<file path="src/rtl/mips_fetch_pkg.sv">
// Shared fetch-stage types: FSM state encoding and the PC-source codes driven by the control unit.
// Pure declarations, no logic.
package mips_fetch_pkg;

  typedef enum logic [1:0] {
    ST_IDLE = 2'b00,
    ST_REQ  = 2'b01,
    ST_HOLD = 2'b10,
    ST_ERR  = 2'b11
  } fetch_state_t;

  localparam logic [1:0] PCSEL_SEQ = 2'b00;
  localparam logic [1:0] PCSEL_BR  = 2'b01;
  localparam logic [1:0] PCSEL_J   = 2'b10;
  localparam logic [1:0] PCSEL_JR  = 2'b11;

endpackage

</file>
<file path="src/rtl/mips_next_pc.sv">
// Combinational next-PC selection and pc+4 link value; zero latency.
// No state, no flow control; all sums wrap mod 2^32.
module mips_next_pc
  import mips_fetch_pkg::*;
(
  input  logic [31:0] pc,
  input  logic [1:0]  sm5,
  input  logic [31:0] branchOffset,
  input  logic [25:0] jumpTarget,
  input  logic [31:0] jrTarget,
  output logic [31:0] pcPlus4,
  output logic [31:0] nextPc
);

  assign pcPlus4 = pc + 32'd4;

  always_comb begin
    nextPc = pcPlus4;
    case (sm5)
      PCSEL_SEQ: nextPc = pcPlus4;
      PCSEL_BR:  nextPc = pcPlus4 + (branchOffset << 2);
      PCSEL_J:   nextPc = {pcPlus4[31:28], jumpTarget, 2'b00};
      PCSEL_JR:  nextPc = jrTarget;
      default:   nextPc = pcPlus4;
    endcase
  end

endmodule

</file>
<file path="src/rtl/mips_fetch.sv">
// Fetch/PC stage: req/ack fetch from variable-latency imem, holds the word until commit; min 2 cycles/inst.
// Memory stalls by withholding ack (address held stable); datapath stalls by withholding commit.
module mips_fetch
  import mips_fetch_pkg::*;
#(
  parameter logic [31:0] RESET_PC = 32'h0000_0000
) (
  input  logic        clk,
  input  logic        rst,
  input  logic [1:0]  sm5,
  input  logic [31:0] branchOffset,
  input  logic [25:0] jumpTarget,
  input  logic [31:0] jrTarget,
  input  logic        commit,
  output logic        imemReq,
  output logic [31:0] imemAddr,
  input  logic        imemAck,
  input  logic [31:0] imemData,
  output logic [31:0] inst,
  output logic        instValid,
  output logic [31:0] pc,
  output logic [31:0] pcPlus4,
  output logic        addrErr,
  output logic [31:0] instCount
);

  fetch_state_t state;
  logic [31:0]  next_pc;
  logic         jr_misaligned;

  mips_next_pc u_next_pc (
    .pc           (pc),
    .sm5          (sm5),
    .branchOffset (branchOffset),
    .jumpTarget   (jumpTarget),
    .jrTarget     (jrTarget),
    .pcPlus4      (pcPlus4),
    .nextPc       (next_pc)
  );

  assign jr_misaligned = (sm5 == PCSEL_JR) && (jrTarget[1:0] != 2'b00);

  // Pure state decode so memory never sees a combinational path from its own ack.
  assign imemReq  = (state == ST_REQ);
  assign imemAddr = pc;

  always_ff @(posedge clk or posedge rst) begin
    if (rst) begin
      state     <= ST_IDLE;
      pc        <= RESET_PC;
      inst      <= 32'h0;
      instValid <= 1'b0;
      addrErr   <= 1'b0;
      instCount <= 32'h0;
    end else begin
      case (state)
        ST_IDLE: state <= ST_REQ;
        ST_REQ: begin
          if (imemAck) begin
            inst      <= imemData;
            instValid <= 1'b1;
            state     <= ST_HOLD;
          end
        end
        ST_HOLD: begin
          if (commit) begin
            instValid <= 1'b0;
            instCount <= instCount + 32'd1;
            // A misaligned jr still retires the jr itself, but the PC is frozen for debug.
            if (jr_misaligned) begin
              addrErr <= 1'b1;
              state   <= ST_ERR;
            end else begin
              pc    <= next_pc;
              state <= ST_REQ;
            end
          end
        end
        ST_ERR:  state <= ST_ERR;
        default: state <= ST_ERR;
      endcase
    end
  end

endmodule

</file>
<file path="config.mk">
export PLATFORM = sky130hd
export DESIGN_NAME = mips_fetch
export DESIGN_NICKNAME = d
export VERILOG_FILES = /design/src/rtl/mips_fetch_pkg.sv /design/src/rtl/mips_next_pc.sv /design/src/rtl/mips_fetch.sv
export SDC_FILE = /design/constraint.sdc
export NUM_CORES = 1
export LEC_CHECK = 0
export CAP_MARGIN = 10
export CELL_PAD_IN_SITES_DETAIL_PLACEMENT = 1
export CELL_PAD_IN_SITES_GLOBAL_PLACEMENT = 1
export CORE_MARGIN = 2
export CORE_UTILIZATION = 33
export DETAILED_ROUTE_END_ITERATION = 16
export HOLD_SLACK_MARGIN = 0.06
export PLACE_DENSITY = 0.83
export SKIP_LAST_GASP = 1
export SYNTH_ARGS = -nofsm -noshare
export SYNTH_HDL_FRONTEND = slang
export SYNTH_SLANG_ARGS = --single-unit
</file>
<file path="constraint.sdc">
create_clock -name clk -period 4.55 [get_ports clk]
set_clock_uncertainty 0.2 [all_clocks]
set_input_delay 0.91 -clock clk [delete_from_list [all_inputs] [get_ports clk]]
set_output_delay 0.91 -clock clk [all_outputs]
set_load 0.05 [all_outputs]
</file>
==> After elaboration in Yosys (flattened, before gate mapping) <==
Cells that the tools add are included.
{ "totals": {"wordCells": 37, "out_inout_bits": 163, "input_bits": 128, "regBits": 100} }
{ "classes": {"mux": 8, "bitwise": 1, "n_reduce_logical": 11, "n_eq_ne": 8, "n_addsub": 3} }
{ "ops": {"columns": ["operator", "count"], "rows": [
  ["case mux 32 bit (4 select lines)", 1],
  ["adder 32 x 1 -> 32 bit (second input constant)", 1],
  ["adder 32 x 3 -> 32 bit (second input constant)", 1],
  ["adder 32 bit", 1],
  ["AND reduction 3 bit", 3],
  ["equality test 2 bit (second input constant)", 4],
  ["case mux 2 bit (4 select lines)", 1],
  ["two-way mux 2 bit", 3],
  ["AND reduction 2 bit", 3],
  ["equality test 2 x 1 -> 1 bit (second input constant)", 2],
  ["zero test 2 bit", 2],
  ["nonzero test 2 bit", 2],
  ["two-way mux 1 bit", 2],
  ["inequality test 2 x 1 -> 1 bit (second input constant)", 1],
  ["inequality test 2 bit (second input constant)", 1],
  ["case mux 1 bit (2 select lines)", 1],
  ["logical AND 1 bit", 1],
  ["inverter 1 bit", 1]
]} }

==> Logic depth before layout (Yosys ltp) <==
Gate-level depths: netlist of the first run.
{ "logic_depth": {"word_depth": 5, "depth_mapped": 19} }

==> Modules after synthesis <==
From an unflattened synthesis of the first run, not the netlist that was laid out.
{ "unflattened": {"hier_cells": 661, "area_unflattened_um2": 7295.7} }
{ "by_module_without_submodules": {"columns": ["mod", "cells_per_inst", "seq_area_each_um2", "instances", "area_per_inst_um2"], "rows": [
  ["mips_fetch", 323, 2502.4, 1, 4499.3],
  ["mips_next_pc", 338, 0.0, 1, 2796.4]
]} }

==> Worst setup path before layout of the first run <==
Ideal clock, no wire load.
{ "synth_path": {"path_type": "reg-to-reg", "from": "reg pc[3] (netlist: imemAddr[3])", "to": "reg pc[31] (netlist: imemAddr[31])", "path_buffers": 1, "synth_period_minus_slack_ns": 4.980, "t_arrival_ns": 4.651, "setup_ns": 0.129, "slack_ns": -0.430, "stages_incl_launch_ff": 19, "cell_sequence": "dfrtp_1 ha_1 nand4_1 nor2_1 and3_2 and3_1 buf_6 nand3_1 xnor2_1 ha_1 a21oi_1 nor2b_1 o21ai_0 nand2b_1 a21o_1 a21o_1 a221oi_1 mux2i_1 a22oi_1"} }
{ "synth_via": {"elab_chain_cells": 3} }
{ "synth_rtl": {"columns": ["element", "line", "source"], "rows": [
  ["from (decl)", "mips_fetch.sv:21", "output logic [31:0] pc,"],
  ["from (signal assigned)", "mips_fetch.sv:74", "pc <= next_pc;"],
  ["adder 32 x 3 -> 32 bit", "mips_next_pc.sv:15", "assign pcPlus4 = pc + 32'd4;"],
  ["net pcPlus4[24]", "mips_fetch.sv:22", "output logic [31:0] pcPlus4,"],
  ["adder 32 bit", "mips_next_pc.sv:21", "PCSEL_BR: nextPc = pcPlus4 + (branchOffset << 2);"],
  ["case mux 32 bit (4 select lines)", "mips_next_pc.sv:19", "case (sm5)"]
]} }
The timed path passes the listed nets, and every way through them passes these cells.
A chain may end at the register's enable or synchronous reset.

==> Final worst setup path of the first run <==
{ "layout_path": {"from": "reg pc[5] (netlist: imemAddr[5])", "to": "out pcPlus4[31]"} }
{ "layout_via": {"elab_chain_cells": 1} }
{ "layout_rtl": {"columns": ["element", "line"], "rows": [
  ["adder 32 x 3 -> 32 bit", "mips_next_pc.sv:15"],
  ["to (decl)", "mips_fetch.sv:22"]
]} }
Every way passes these cells.

==> impl_results.html, run 1 <==
<table>
<tr><th>Metric</th><th>Value</th></tr>
<tr><th colspan="2">Status</th></tr>
<tr><td>Run status</td><td>completed</td></tr>
<tr><th colspan="2">Yosys</th></tr>
<tr><td>EDFF count, synth</td><td>0</td></tr>
<tr><td>Gate count after technology mapping</td><td>762</td></tr>
<tr><td>Syn Nets</td><td>slightly above 900</td></tr>
<tr><td>Number of synthesized register bits</td><td>100</td></tr>
<tr><td>Top area cells in the synthesized netlist</td><td>sky130_fd_sc_hd__dfrtp_1 34%, sky130_fd_sc_hd__xnor2_1 6.8%, sky130_fd_sc_hd__ha_1 6.4%</td></tr>
<tr><td>Yosys top cell area share</td><td>0.3394</td></tr>
<tr><td>Warnings from Yosys</td><td>0</td></tr>
<tr><td>Cell variety after synth</td><td>85</td></tr>
<tr><td>Most used flip-flop cell after synthesis</td><td>sky130_fd_sc_hd__dfrtp_1</td></tr>
<tr><td>Share of async-settable or async-resettable flops after synthesis</td><td>1.000</td></tr>
<tr><td>Mean post-synth cell area</td><td>just under 10 um^2</td></tr>
<tr><td>Register area share after synthesis</td><td>0.3394</td></tr>
<tr><td>Most area-hungry cell type in the Yosys netlist</td><td>sky130_fd_sc_hd__dfrtp_1</td></tr>
<tr><td>Cell area after technology mapping</td><td>0.007373 mm^2</td></tr>
<tr><th colspan="2">Clock tree</th></tr>
<tr><td>Sinks on the clock net</td><td>100</td></tr>
<tr><td>Clk buf depth</td><td>2</td></tr>
<tr><td>Hold-fix buffers, CTS</td><td>0</td></tr>
<tr><td>Clock slew at the register clock pins of the worst setup and hold paths</td><td>about 0.090 ns</td></tr>
<tr><td>Count of H-tree levels built during CTS</td><td>3</td></tr>
<tr><td>Later-pin clock latency in the skew report</td><td>0.36 ns</td></tr>
<tr><td>Number of clock buffers inserted by TritonCTS</td><td>9</td></tr>
<tr><td>Root buffer cell</td><td>sky130_fd_sc_hd__clkbuf_16</td></tr>
<tr><td>Clock tree from TritonCTS</td><td>done</td></tr>
<tr><th colspan="2">Layout</th></tr>
<tr><td>Number of nets in the finished design</td><td>1,188</td></tr>
<tr><td>Count of antenna diodes in the layout</td><td>0</td></tr>
<tr><td>Post-layout utilization of the core</td><td>0.4911</td></tr>
<tr><td>Ratio of cells with drive above 1 in the final layout</td><td>0.1404</td></tr>
<tr><td>Synth-to-Final Area Change</td><td>45.82%</td></tr>
<tr><td>Filler instances</td><td>2,471</td></tr>
<tr><th colspan="2">Power</th></tr>
<tr><td>Design Power</td><td>0.008027 W</td></tr>
<tr><td>LEAKAGE</td><td>4.629 nW</td></tr>
<tr><td>Largest voltage drop on the vdd net</td><td>around 0.43 mV</td></tr>
<tr><td>Power per unit of standard cell area</td><td>746.6 mW/mm^2</td></tr>
<tr><th colspan="2">GRT</th></tr>
<tr><td>Leftover overflow at the end of global routing</td><td>0</td></tr>
<tr><td>Overall global routing resource usage</td><td>0.2313</td></tr>
<tr><td>Maximum number of pins on one net before global-route repair</td><td>between 60 and 70</td></tr>
<tr><td>Via count of the first global-routing pass</td><td>7,638</td></tr>
<tr><td>Initial antenna violation count</td><td>1</td></tr>
<tr><td>Wire length of the first global-routing pass</td><td>about 43,000 um</td></tr>
<tr><th colspan="2">STA</th></tr>
<tr><td>Number of hold violations in the final report</td><td>0</td></tr>
<tr><td>Slew at the pin with the worst max-slew slack</td><td>~0.82 ns</td></tr>
<tr><td>Setup repair after global routing missed its margin</td><td>true</td></tr>
<tr><td>Ratio of final minimum period to clock period</td><td>0.9603</td></tr>
<tr><td>Clock period minus worst slack</td><td>4.370 ns</td></tr>
<tr><td>Tightest slew margin relative to the limit</td><td>0.4548</td></tr>
<tr><td>Least setup slack across all paths after layout</td><td>about 0.18 ns</td></tr>
<tr><td>Worst hold slack after final layout</td><td>between 0.2 and 0.3 ns</td></tr>
<tr><td>Post-Route Setup TNS</td><td>0 ns</td></tr>
<tr><td>Pins over their slew limit</td><td>0</td></tr>
<tr><td>Final-report setup violation count</td><td>0</td></tr>
<tr><td>Maximum clock rate</td><td>roughly 230 MHz</td></tr>
<tr><th colspan="2">Floorplanning</th></tr>
<tr><td>Die height</td><td>around 150 um</td></tr>
<tr><td>Std-Cell Core Area</td><td>0.02189 mm^2</td></tr>
<tr><td>Die outline area</td><td>0.02355 mm^2</td></tr>
<tr><td>Boundary pin count</td><td>291</td></tr>
<tr><td>Die boundary width</td><td>between 150 and 200 um</td></tr>
<tr><td>Starting density of the core</td><td>0.3368</td></tr>
<tr><td>Placement row count</td><td>54</td></tr>
<tr><th colspan="2">Drt</th></tr>
<tr><td>First-pass DRT Iterations</td><td>4</td></tr>
<tr><td>Number of violations reported at the end of detailed-routing iteration 0</td><td>200</td></tr>
<tr><td>Routed via count</td><td>approximately 7,000</td></tr>
<tr><td>Wire length reported by the detailed router</td><td>about 27,000 um</td></tr>
<tr><td>Average detailed-routed wire length per instance</td><td>around 21 um</td></tr>
<tr><td>Routed vias/inst</td><td>5.343</td></tr>
<tr><td>DRC</td><td>0</td></tr>
<tr><td>Post-route antenna net violation count</td><td>0</td></tr>
<tr><th colspan="2">Placement</th></tr>
<tr><td>GP Congestion</td><td>0.8573</td></tr>
<tr><td>HPWL reported at the end of detailed placement</td><td>roughly 21,000 um</td></tr>
<tr><td>Dpl ws</td><td>0.2373 ns</td></tr>
<tr><td>Port Buffers</td><td>~290</td></tr>
<tr><th colspan="2">Worst setup path</th></tr>
<tr><td>Worst-path fanout max</td><td>8</td></tr>
<tr><td>Critical path required time</td><td>3.44 ns</td></tr>
<tr><td>Worst Path Arrival</td><td>approximately 3.3 ns</td></tr>
<tr><td>Crit end category</td><td>output port</td></tr>
<tr><td>CP Class</td><td>flip-flop to output port</td></tr>
<tr><td>CP Launch Type</td><td>flip-flop</td></tr>
<tr><th colspan="2">Worst hold path</th></tr>
<tr><td>Hold WC Path Type</td><td>flip-flop to flip-flop</td></tr>
<tr><th colspan="2">Job</th></tr>
<tr><td>Reported max-cap violation count</td><td>0</td></tr>
</table>
[what timing repair did]
| item | in CTS | in global routing |
|---|---|---|
| gates resized for setup | 0 | 4 |
| endpoints found under the setup margin | 0 | 6 |
| endpoints found under the hold margin | 0 | 0 |
| buffers inserted | 0 | 0 |
[cell usage in the layout, fill, tap and decap left out, drive strengths merged, types with 5 or more instances in the layout]
master / Yosys / routed
clkdlybuf4s50: 1 / 279
dfrtp: 100 / 100
nand2: 86 / 86
a21oi: 60 / 60
xnor2: 59 / 59
nor2: 47 / 47
mux2: 39 / 39
ha: 38 / 38
buf: 48 / 27
nand3: 25 / 25
inv: 20 / 23
o21ai: 22 / 22
xor2: 19 / 19
nand4: 18 / 18
mux2i: 16 / 16
nor3: 14 / 14
and3: 13 / 13
a21o: 12 / 12
mux4: 12 / 12
clkbuf: 13 / 9
nor2b: 9 / 9
a31oi: 7 / 7
or2: 7 / 7
o22ai: 7 / 7
and2: 6 / 6
o21bai: 5 / 5
[routing by layer]
metal  vias up  global-route usage  wire length (um)
li1       3211                   -                 -
met1      3440              0.2764             11140
met2       286              0.3988             13160
met3        39             0.07769              2467
met4         2             0.06204               641
met5         -                   0                11
[cell usage after synthesis (all sizes together), types with 3 or more instances]
master,instances
nand2,86
nor2b,9
mux2,39
and2,6
buf,48
nand2b,3
a211oi,4
ha,38
o21bai,5
nor3,14
nand3,25
or2,7
o21ai,22
xnor2,59
a221oi,3
a21o,12
o22ai,7
nor2,47
o221ai,4
mux4,12
mux2i,16
or3,4
and4,3
and3,13
a31oi,7
dfrtp,100
inv,20
clkbuf,13
a21oi,60
nand4,18
xor2,19
[stage by stage]
stage,std cells,instance area (um^2)
2_1_floorplan,762,7475
3_3_place_gp,1290,10420
3_5_place_dp,1290,10420
4_1_cts,1306,10740
5_1_grt,1306,10750
6_report,1306,10750
[flip-flops by register name, indices dropped and copies added (netlist names)]
signal,count
inst,32
state,2
imemAddr,32
instValid,1
addrErr,1
instCount,32
[where the power goes]
part | leakage (nW) | internal, W | switching (W)
clock | 0.158 | 0.000447 | 0.000425
sequential | 1.25 | 0.00118 | 0.000376
combinational | 3.22 | 0.00205 | 0.00354
[cells by family (layout without fill, tap and decap cells)]
group | count (synthesis) | after routing | synth area share
mux | 67 | 67 | 0.1179
simple gates | 247 | 247 | 0.1733
flops | 100 | 100 | 0.3394
buf+inv | 82 | 346 | 0.07178
xor+xnor | 78 | 78 | 0.09876
compound gates | 149 | 149 | 0.1317
fa+ha+maj | 39 | 39 | 0.06720
[worst paths after layout]
path	from	endpoint	slack (ns)	cells past startpoint
worst max-delay path	imemAddr[5]	pcPlus4[31]	0.18	7
worst min-delay path	instCount[31]	instCount[31]	0.27	1
worst max register to register	imemAddr[2]	imemAddr[31]	0.24	17
worst min register to register	instCount[31]	instCount[31]	0.27	1
max in group asynchronous	rst	inst[12]	2.52	3
min in group asynchronous	rst	inst[21]	0.86	2
[critical path: stages, from the launching register on]
cell and delay [ns]:
sky130_fd_sc_hd__dfrtp_1 0.52, sky130_fd_sc_hd__nand3_2 0.18, sky130_fd_sc_hd__nor3_4 0.40, sky130_fd_sc_hd__and4_1 0.43, sky130_fd_sc_hd__buf_4 0.21, sky130_fd_sc_hd__nand3_4 0.09
sky130_fd_sc_hd__xnor2_4 0.22, sky130_fd_sc_hd__clkdlybuf4s50_1 0.84
[cell type report]
class / count / area, um^2 / share of cell area
multi-input cells: 580 / 4443 / 0.4132
repair buffers: 310 / 3053 / 0.2840
flip-flops and latches: 100 / 2502 / 0.2327
well taps: 280 / 350.3 / 0.03258
clock buffers: 9 / 225.2 / 0.02095
clock inverters: 7 / 100.1 / 0.009310
inverters: 20 / 77.57 / 0.007215
No activity file was read; power rests on OpenSTA's default activity.
==> run 2: changes to the inputs <==
- CORE_UTILIZATION: 33 -> 34
- CTS_BUF_LIST: unset -> sky130_fd_sc_hd__clkbuf_4
- PLACE_DENSITY: 0.83 -> 0.85
==> impl_results.html, run 2 (synthesis results as in run 1) <==
<table>
<tr><th>Metric</th><th>Value</th></tr>
<tr><th colspan="2">STA</th></tr>
<tr><td>Pins over their slew limit</td><td>0</td></tr>
<tr><td>Final-report setup violation count</td><td>0</td></tr>
<tr><td>Maximum clock rate</td><td>228.4 MHz</td></tr>
<tr><td>Clock period minus worst slack</td><td>about 4.4 ns</td></tr>
<tr><td>Ratio of final minimum period to clock period</td><td>0.9622</td></tr>
<tr><td>Number of hold violations in the final report</td><td>0</td></tr>
<tr><td>Slew at the pin with the worst max-slew slack</td><td>roughly 0.85 ns</td></tr>
<tr><td>Worst hold slack after final layout</td><td>between 0.2 and 0.3 ns</td></tr>
<tr><td>Tightest slew margin relative to the limit</td><td>0.4307</td></tr>
<tr><td>Setup repair after global routing missed its margin</td><td>true</td></tr>
<tr><th colspan="2">Drt</th></tr>
<tr><td>Wire length reported by the detailed router</td><td>around 27,000 um</td></tr>
<tr><td>Post-route antenna net violation count</td><td>0</td></tr>
<tr><td>DRC</td><td>0</td></tr>
<tr><td>First-pass DRT Iterations</td><td>4</td></tr>
<tr><td>Average detailed-routed wire length per instance</td><td>between 20 and 25 um</td></tr>
<tr><td>Number of violations reported at the end of detailed-routing iteration 0</td><td>235</td></tr>
<tr><td>Routed via count</td><td>just under 7,000</td></tr>
<tr><td>Routed vias/inst</td><td>roughly 5.3</td></tr>
<tr><th colspan="2">Power</th></tr>
<tr><td>Power share of the clock group</td><td>0.068</td></tr>
<tr><td>Internal Power</td><td>0.003312 W</td></tr>
<tr><td>Design Power</td><td>approximately 0.0076 W</td></tr>
<tr><td>Largest voltage drop on the vdd net</td><td>slightly below 0.5 mV</td></tr>
<tr><td>Switching power as a share of total power</td><td>0.5649</td></tr>
<tr><td>Sequential Power Share</td><td>0.207</td></tr>
<tr><td>Power per unit of standard cell area</td><td>between 700 and 800 mW/mm^2</td></tr>
<tr><td>LEAKAGE</td><td>4.496 nW</td></tr>
<tr><td>Logic pwr share</td><td>0.725</td></tr>
<tr><td>Power spent charging and discharging nets</td><td>approximately 0.0043 W</td></tr>
<tr><th colspan="2">Placement</th></tr>
<tr><td>Port Buffers</td><td>288</td></tr>
<tr><td>Area after detailed placement</td><td>0.01035 mm^2</td></tr>
<tr><td>HPWL reported at the end of detailed placement</td><td>roughly 21,000 um</td></tr>
<tr><td>GP Congestion</td><td>~0.85</td></tr>
<tr><th colspan="2">Clock tree</th></tr>
<tr><td>Clock slew at the register clock pins of the worst setup and hold paths</td><td>~0.22 ns</td></tr>
<tr><td>Clock tree from TritonCTS</td><td>done</td></tr>
<tr><td>Clk buf depth</td><td>2</td></tr>
<tr><td>Sinks on the clock net</td><td>100</td></tr>
<tr><td>Number of clock buffers inserted by TritonCTS</td><td>9</td></tr>
<tr><td>Root buffer cell</td><td>sky130_fd_sc_hd__clkbuf_4</td></tr>
<tr><td>Later-pin clock latency in the skew report</td><td>~0.52 ns</td></tr>
<tr><td>Post-CTS setup buffer count</td><td>0</td></tr>
<tr><td>Count of H-tree levels built during CTS</td><td>3</td></tr>
<tr><th colspan="2">Status</th></tr>
<tr><td>Run status</td><td>completed</td></tr>
<tr><th colspan="2">Floorplanning</th></tr>
<tr><td>Std-Cell Core Area</td><td>between 0.02 and 0.025 mm^2</td></tr>
<tr><td>Boundary pin count</td><td>just under 300</td></tr>
<tr><td>Die boundary width</td><td>151.3 um</td></tr>
<tr><td>Placement row count</td><td>53</td></tr>
<tr><td>Die outline area</td><td>~0.023 mm^2</td></tr>
<tr><td>Starting density of the core</td><td>0.3486</td></tr>
<tr><td>Die height</td><td>around 150 um</td></tr>
<tr><th colspan="2">Worst setup path</th></tr>
<tr><td>Ordered cell list for the critical path</td><td>and3_2 &gt; and3_2 &gt; and4_1 &gt; nand2_1 &gt; xnor2_2 &gt; clkdlybuf4s50_1</td></tr>
<tr><td>Worst Path Arrival</td><td>roughly 3.3 ns</td></tr>
<tr><td>CP top delay family</td><td>simple AND/OR/NAND/NOR gates</td></tr>
<tr><td>Number of buffers and inverters on the critical path</td><td>1</td></tr>
<tr><td>Largest stage delay, worst path</td><td>between 0.8 and 0.9 ns</td></tr>
<tr><td>CP Launch Type</td><td>flip-flop</td></tr>
<tr><td>Crit end category</td><td>output port</td></tr>
<tr><td>Most common cell on crit path</td><td>sky130_fd_sc_hd__and3_2</td></tr>
<tr><td>Worst-path fanout max</td><td>7</td></tr>
<tr><td>Critical path required time</td><td>3.44 ns</td></tr>
<tr><td>Slowest cell on crit path</td><td>sky130_fd_sc_hd__clkdlybuf4s50_1</td></tr>
<tr><td>CP Class</td><td>flip-flop to output port</td></tr>
<tr><th colspan="2">GRT</th></tr>
<tr><td>Leftover overflow at the end of global routing</td><td>0</td></tr>
<tr><td>Overall global routing resource usage</td><td>0.2330</td></tr>
<tr><td>Initial antenna violation count</td><td>0</td></tr>
<tr><td>Maximum number of pins on one net before global-route repair</td><td>64</td></tr>
<tr><td>Via count of the first global-routing pass</td><td>7,259</td></tr>
<tr><td>Wire length of the first global-routing pass</td><td>40,810 um</td></tr>
<tr><th colspan="2">Layout</th></tr>
<tr><td>Number of nets in the finished design</td><td>about 1,200</td></tr>
<tr><td>Ratio of cells with drive above 1 in the final layout</td><td>0.1382</td></tr>
<tr><td>Top library cells by usage in the layout, fill and taps aside</td><td>276 x sky130_fd_sc_hd__clkdlybuf4s50_1, 100 x sky130_fd_sc_hd__dfrtp_1, 85 x sky130_fd_sc_hd__nand2_1</td></tr>
<tr><td>Post-layout utilization of the core</td><td>0.4961</td></tr>
<tr><td>Filler instances</td><td>around 2,400</td></tr>
<tr><td>Most frequent standard cell in the layout excluding fill and tap cells</td><td>sky130_fd_sc_hd__clkdlybuf4s50_1</td></tr>
<tr><td>Fin area</td><td>about 0.010 mm^2</td></tr>
<tr><td>Count of antenna diodes in the layout</td><td>0</td></tr>
<tr><td>Synth-to-Final Area Change</td><td>42.32%</td></tr>
<tr><th colspan="2">Job</th></tr>
<tr><td>Reported max-cap violation count</td><td>0</td></tr>
<tr><th colspan="2">Worst hold path</th></tr>
<tr><td>Hold WC Path Type</td><td>flip-flop to flip-flop</td></tr>
</table>
==> run 2: changes by cell type in the layout (fill, tap and decap cells not counted), sizes merged <==
cell,before,now
clkdlybuf4s50,279,276
dlymetal6s2s,4,2
bufinv,1,0
dlygate4sd2,0,3
inv,23,24
clkinvlp,0,1
clkinv,3,2
buf,27,23
==> run 2: repair_timing <==
| action | in CTS | in global routing |
|---|---|---|
| setup endpoints to repair | 3 | 3 |
| gates resized for setup | 3 | 3 |
| cloned | 0 | 0 |
| hold buffers | 0 | 0 |
==> run 2: routing by layer <==
metal | vias to the layer above | track usage | share of wire
li1 | 3213 | - | -
met1 | 3322 | 0.2748 | 0.41
met2 | 233 | 0.4186 | 0.50
met3 | 33 | 0.06205 | 0.069
met4 | 0 | 0.05935 | 0.019
met5 | - | 0 | 0
==> run 2: power groups by stage <==
| stage | clock network, W | registers [W] | logic (W) |
|---|---|---|---|
| final | 0.000517 | 0.00158 | 0.00552 |
| after global routing | 0.000565 | 0.00163 | 0.00585 |
| after CTS | 0.000544 | 0.00159 | 0.00554 |
| after detailed placement | 0 | 0.00161 | 0.00553 |
| after global placement | 0 | 0.00157 | 0.00544 |
| after floorplan | 0 | 0.00255 | 0.00295 |
==> run 2: final cells by class <==
class	count	area (um^2)	area share
Multi-Input combinational cell	580	4446	0.4236
Timing Repair Buffer	304	2982	0.2841
Sequential cell	100	2502	0.2385
Tap cell	275	344.1	0.03279
Inverter	20	77.57	0.007392
Clock inverter	7	75.07	0.007154
Clock buffer	9	67.56	0.006439
==> run 2: worst reg2reg max path, cell delays in order (launching register included) <==
cell                       delay, ns
sky130_fd_sc_hd__dfrtp_1        0.47
sky130_fd_sc_hd__ha_1           0.24
sky130_fd_sc_hd__nand4_1        0.19
sky130_fd_sc_hd__nor2_2         0.20
sky130_fd_sc_hd__and3_2         0.26
sky130_fd_sc_hd__and3_1         0.22
sky130_fd_sc_hd__nand3_1        0.19
sky130_fd_sc_hd__xnor2_4        0.20
sky130_fd_sc_hd__ha_1           0.36
sky130_fd_sc_hd__a21oi_1        0.17
sky130_fd_sc_hd__nor2b_1        0.05
sky130_fd_sc_hd__o21ai_0        0.14
sky130_fd_sc_hd__nand2b_1       0.13
sky130_fd_sc_hd__a21o_1         0.19
sky130_fd_sc_hd__a21o_1         0.19
sky130_fd_sc_hd__a221oi_1       0.42
sky130_fd_sc_hd__mux2i_1        0.23
sky130_fd_sc_hd__a22oi_1        0.09
==> run 2: worst paths after layout <==
check | depth (start not counted) | from | slack (ns) | end
max reg2reg | 17 | imemAddr[3] | 0.31 | imemAddr[31]
min in group asynchronous | 2 | rst | 0.70 | inst[28]
max | 6 | imemAddr[12] | 0.17 | pcPlus4[23]
min | 1 | instCount[31] | 0.30 | instCount[31]
min reg2reg | 1 | instCount[31] | 0.30 | instCount[31]
max in group asynchronous | 3 | rst | 2.58 | instCount[17]
==> run 2: through the flow <==
step | setup TNS (ns) | setup slack, ns | cells
2_1_floorplan | -0.03246 | -0.03246 | 762
5_1_grt | -0.01498 | -0.01498 | 1295
3_5_place_dp | 0 | 0.2142 | 1279
6_report | 0 | 0.1720 | 1295
3_3_place_gp | 0 | 0.2641 | 1279
4_1_cts | 0 | 0.05575 | 1295
